===== config.mk =====
export PLATFORM = sky130hd
export DESIGN_NAME = sprite_cmd_sequencer
export DESIGN_NICKNAME = d
export VERILOG_FILES = /design/src/rtl/sprite_cmd_sequencer.sv
export SDC_FILE = /design/constraint.sdc
export NUM_CORES = 1
export LEC_CHECK = 0
export ABC_AREA = 1
export CAP_MARGIN = 20
export CORE_MARGIN = 3
export CORE_UTILIZATION = 35
export CTS_BUF_LIST = sky130_fd_sc_hd__clkbuf_16
export DETAILED_ROUTE_END_ITERATION = 7
export SYNTH_ARGS = -nofsm -noshare
export SYNTH_HDL_FRONTEND = slang
export SYNTH_SLANG_ARGS = --single-unit

===== constraint.sdc =====
create_clock -name clk -period 1.7 [get_ports clk]
set_input_delay 0.17 -clock clk [delete_from_list [all_inputs] [get_ports clk]]
set_output_delay 0.17 -clock clk [all_outputs]
set_load 0.03 [all_outputs]

===== src/rtl/sprite_cmd_sequencer.sv =====
// sprite_cmd_sequencer: serializes a host-loaded sprite descriptor table into 32-bit command words once per frame.
// Define SEQ_SKIP_HIDDEN_EN to emit only the type-1 word for enabled entries whose visible bit is clear.
module sprite_cmd_sequencer #(
    parameter int NUM_ENTRIES = 8,
    parameter int IDX_W = $clog2(NUM_ENTRIES)
) (
    input  logic             clk,
    input  logic             reset,
    input  logic             ld_en,
    input  logic [IDX_W-1:0] ld_idx,
    input  logic [48:0]      ld_data,
    input  logic             frame_start,
    output logic [31:0]      cmd_data,
    output logic             cmd_valid,
    input  logic             cmd_ready,
    output logic             busy,
    output logic             frame_done,
    output logic             frame_overrun,
    output logic             front_buf
);
    typedef enum logic [1:0] {IDLE, FETCH, SEND, FLUSH} state_t;
    state_t state, state_n;
    logic [NUM_ENTRIES-1:0] en_tbl;
    logic [47:0] tbl [NUM_ENTRIES];
    logic [47:0] work;
    logic [IDX_W-1:0] idx;
    logic [1:0] cnt;
    logic pending, accept, flush_acc, restart, last_idx, last_word;
    logic [12:0] msg;

    assign accept = cmd_valid && cmd_ready;
    assign flush_acc = state == FLUSH && cmd_ready;
    assign restart = flush_acc && (pending || frame_start);
    assign last_idx = idx == IDX_W'(NUM_ENTRIES - 1);
`ifdef SEQ_SKIP_HIDDEN_EN
    assign last_word = cnt == 2'd3 || (cnt == 2'd0 && !work[36]);
`else
    assign last_word = cnt == 2'd3;
`endif

    // Descriptor payload needs no reset; only the enable bits are cleared.
    always_ff @(posedge clk) begin
        if (ld_en) tbl[ld_idx] <= ld_data[47:0];
    end

    always_ff @(posedge clk or negedge reset) begin
        if (!reset) en_tbl <= '0;
        else if (ld_en) en_tbl[ld_idx] <= ld_data[48];
    end

    always_ff @(posedge clk or negedge reset) begin
        if (!reset) begin
            state <= IDLE;
            idx <= '0;
            cnt <= '0;
            work <= '0;
            pending <= 1'b0;
            front_buf <= 1'b0;
            frame_done <= 1'b0;
            frame_overrun <= 1'b0;
        end else begin
            state <= state_n;
            frame_done <= flush_acc;
            frame_overrun <= frame_start && busy && pending && !flush_acc;
            // A request landing on the flush accept starts the next frame directly.
            pending <= flush_acc ? pending && frame_start : pending || (frame_start && busy);
            if (flush_acc) front_buf <= ~front_buf;
            if (state == IDLE || restart) idx <= '0;
            else if ((state == FETCH && !en_tbl[idx]) || (state == SEND && accept && last_word)) idx <= idx + 1'b1;
            if (state == FETCH) begin
                work <= tbl[idx];
                cnt <= '0;
            end else if (state == SEND && accept) cnt <= cnt + 2'd1;
        end
    end

    always_comb begin
        state_n = state;
        case (state)
            IDLE:  state_n = frame_start ? FETCH : IDLE;
            FETCH: state_n = en_tbl[idx] ? SEND : last_idx ? FLUSH : FETCH;
            SEND:  state_n = accept && last_word ? (last_idx ? FLUSH : FETCH) : SEND;
            FLUSH: state_n = flush_acc ? (restart ? FETCH : IDLE) : FLUSH;
            default: state_n = IDLE;
        endcase
    end

    always_comb begin
        busy = state != IDLE;
        cmd_valid = state == SEND || state == FLUSH;
        msg = cnt == 2'd0 ? {work[36], work[35], 6'b0, work[34:30]} :
              cnt == 2'd1 ? {3'b0, work[29:20]} :
              cnt == 2'd2 ? {3'b0, work[19:10]} : {3'b0, work[9:0]};
        cmd_data = state == SEND  ? {work[47:42], work[41:37], 4'b0001, {1'b0, cnt} + 3'd1, ~front_buf, msg} :
                   state == FLUSH ? {11'b0, 4'b1111, 3'b0, ~front_buf, 13'b0} : 32'b0;
    end
endmodule


==> summary.txt, run 1 <==
Sw Ratio -> 0.348
Mapped Nets -> 1507
First-pass GRT wire length -> 71300 um
Power density cells -> 1580 nW/um2
DRT iter0 DRCs -> 1258
Final setup fails -> 29
Post-synth top area cell -> edfxtp_1
Setup TNS -> -10.39 ns
Multi-input combinational cell area -> 4450 um2
ANT nets after route -> 0
Vias in the first global route -> 11700
Critical Path AT -> 2.03 ns
Max cap viols -> 0
Sequential power share -> 0.372
F_max -> 0.454 GHz
Port Buffer Count -> 92
Worst VDD drop -> 0.758 mV
Final Skew -> 0.0110 ns
Critical Path RT -> 1.53 ns
Sink Count -> 451
Synthesized flop and latch total -> 451
Synth top area share -> 0.642
Crit share post-route -> 1.29
Synth area leaders -> edfxtp_1 (64%), dfrtp_1 (9.3%), nor2_1 (6.4%)
Max-slew violations -> 0
Worst Tran Pin Value -> 0.513 ns
Setup crit end kind -> output port
Primary FF master, synth -> edfxtp_1
Post-synth cell types -> 31
YS warnings -> 0
Wire length per cell -> 21.2 um
Crit-path cells -> inv_2 > ha_4 > buf_12 > clkinv_4 > nand2_2 > nand3_2 > o211ai_1 > a21oi_2 > buf_12
Placement row count -> 82
Critical path's largest stage delay -> 0.38 ns
Fill cells -> 4479
Clock Power Share -> 0.259
Clock-pin slew on the worst setup and hold paths -> 0.06 ns
Total Wirelength -> 49200 um
CTS max path bufs -> 3
Post-synthesis sequential area ratio -> 0.735
Slew HR -> 0.658
Fin worst setup slack -> -0.501 ns
RSZ-0062 raised after global routing -> yes
Core area -> 50500 um2
Psw -> 0.0127 W
Worst skew pair latency -> 0.57 ns
Synth Area per Inst -> 12.4 um2
Startpoint type of the worst setup path -> flop
Min cycle time layout -> 2.20 ns
Final Hold Vio Count -> 0
Vias per inst -> 5.16
Die width -> 233 um
Num CTS Buffers -> 47
Post-synth ARST share -> 0.149
Global route overflow -> 0
Comb pwr share -> 0.369
Residual DRC -> 0
TritonCTS clock tree -> built
Run status -> finished with violations
Starting density of the core -> 0.356
Synth Cell Area -> 18000 um2
Fraction of layout cells with a size suffix above 1 -> 0.181
Crit-path max FO -> 5
Reg area -> 13200 um2
Initial antenna violation count -> 1
Failing checks -> negative setup slack
Post-DP HPWL -> 28100 um
Dpl ws -> -0.341 ns
Die span in y -> 233 um
CP Class -> flop to output port
Post-synthesis instance total -> 1444
Via count -> 12000
Hold Path Class -> primary input to async pin
Area grow syn2layout -> 28.6%
Clk root buf -> clkbuf_16
H-tree depth -> 2
Largest net degree at the start of global routing -> 77
Gpl congestion -> 0.786
IO Count -> 94
All-Layer GR Usage -> 0.173
Reg2Reg Setup Slack -> 0.03 ns
Final #Nets -> 1675
Crit path top cell by count -> buf_12
Slowest cell on the critical path -> dfrtp_1
Static Leak -> 8.10 nW
Int Pwr -> 0.0238 W
DIE AREA -> 54100 um2
Drt pass-1 iters -> 5
Reg2Reg Depth -> 7
EDFF count, synth -> 384
==> synthesized netlist by cell type (2+ instances only) <==
cell type,count
nand2_2,2
o211ai_1,89
buf_6,6
ha_1,6
o21ai_1,44
nor2_1,304
inv_2,2
nand4_1,4
dfrtp_1,67
edfxtp_1,384
nand2_1,92
buf_2,41
o21ai_0,202
a21oi_1,17
clkbuf_1,30
inv_1,58
o221ai_1,9
o22ai_1,2
nand3_1,59
buf_1,3
buf_4,13
==> per-layer routing <==
layer  GRT usage  wire [um]
met5           0          0
met4      0.0550       1110
met3      0.0294       3370
met2       0.278      23700
met1       0.239      21100
==> stage by stage <==
stage                     utilization  instances  hold slack (ns)  instance area, um2  total power (W)
after global placement          0.408       2200            0.162               20600           0.0244
after detailed placement        0.408       2200            0.173               20600           0.0246
final                           0.458       2323            0.112               23100           0.0365
after CTS                       0.444       2297            0.100               22400           0.0349
after floorplan                     -       1444           -0.126               18000           0.0203
after global routing            0.458       2322            0.141               23100           0.0383
==> sequential cells by signal (all words and copies together), names as in the netlist <==
signal and flops:
en_tbl 8, cnt 2, tbl 384, frame_overrun 1, work 48, idx 3, frame_done 1, front_buf 1
pending 1, state 2
==> critical path, delay by kind of cell (launching register included) <==
kind                     cells  cell delay (ns)
AND/OR/NAND/NOR              2             0.10
buffers and inverters        4             0.43
AO/OA/AOI/OAI                2             0.35
adder cells (fa/ha/maj)      1             0.19
flip-flops                   1             0.38
==> cells by family (layout without fill, tap and decap cells) <==
group / count (synthesis) / after routing / share of synthesized area
flip-flops: 451 / 451 / 0.735
AND/OR/NAND/NOR: 465 / 465 / 0.103
other: 1 / 2 / 0.000209
AO/OA/AOI/OAI: 364 / 364 / 0.116
XOR/XNOR: 1 / 1 / 0.000488
buffers and inverters: 156 / 362 / 0.0409
adder cells (fa/ha/maj): 6 / 6 / 0.00418
==> layout by cell type, fill, tap and decap left out, types with 5 or more instances in the layout <==
cell	synthesis	layout
edfxtp_1	384	384
nor2_1	304	280
o21ai_0	202	174
o211ai_1	89	89
nand2_1	92	85
inv_1	58	68
dfrtp_1	67	64
o21ai_1	44	63
clkbuf_16	0	58
buf_12	0	56
clkdlybuf4s50_1	0	55
nand3_1	59	54
buf_4	13	45
buf_6	6	28
nor2_4	1	23
o221ai_1	9	9
inv_2	2	8
o21ai_2	0	8
buf_16	0	8
clkinvlp_4	0	7
a21oi_1	17	7
nand3_2	0	5
a21oi_2	0	5
a21oi_4	0	5
nand2_2	2	5
clkinv_1	1	5
==> power by group through the flow <==
stage / clock, W / combinational [W] / sequential (W)
detailed placement: 0 / 0.0108 / 0.0137
floorplan: 0 / 0.00663 / 0.0137
finish: 0.00942 / 0.0135 / 0.0136
global route: 0.0101 / 0.0146 / 0.0137
global placement: 0 / 0.0107 / 0.0137
CTS: 0.00962 / 0.0118 / 0.0135
==> timing repair <==
action                     in CTS  in global routing
cloned                          3                 13
pin swaps                       8                 29
hold buffers                    1                  0
setup endpoints to repair      36                 56
hold endpoints to repair       53                  0
resized for setup              98                107
setup buffers                   8                 15
==> final timing paths <==
path                                       start                     to
min                                        reset   work[37]$_DFFE_PN0P_
max in group asynchronous                  reset    work[2]$_DFFE_PN0P_
max                           cnt[0]$_DFFE_PN0P_            cmd_data[3]
min in group clk                     ld_data[48]  en_tbl[7]$_DFFE_PN0P_
min reg2reg                en_tbl[4]$_DFFE_PN0P_  en_tbl[4]$_DFFE_PN0P_
max reg2reg                   idx[0]$_DFFE_PN0P_    work[5]$_DFFE_PN0P_
==> final cells by class <==
class / instances / area share
Sequential cell: 451 / 0.572
Multi-Input combinational cell: 837 / 0.193
Timing Repair Buffer: 211 / 0.125
Clock buffer: 49 / 0.0531
Tap cell: 672 / 0.0364
Inverter: 62 / 0.0122
Clock inverter: 38 / 0.00813
Timing Repair inverter: 2 / 0.000758
Antenna cell: 1 / 0.000108
(Power assumes the default switching activity.)
==> inputs of run 2 (changes only) <==
--- a/config.mk
+++ b/config.mk
@@ -10,6 +10,7 @@
 export CORE_MARGIN = 3
 export CORE_UTILIZATION = 35
 export CTS_BUF_LIST = sky130_fd_sc_hd__clkbuf_16
+export CTS_CLUSTER_DIAMETER = 80
 export DETAILED_ROUTE_END_ITERATION = 7
 export SYNTH_ARGS = -nofsm -noshare
 export SYNTH_HDL_FRONTEND = slang
==> results of run 2 <==
The final DEF is identical to that of run 1; final timing and power are the same.
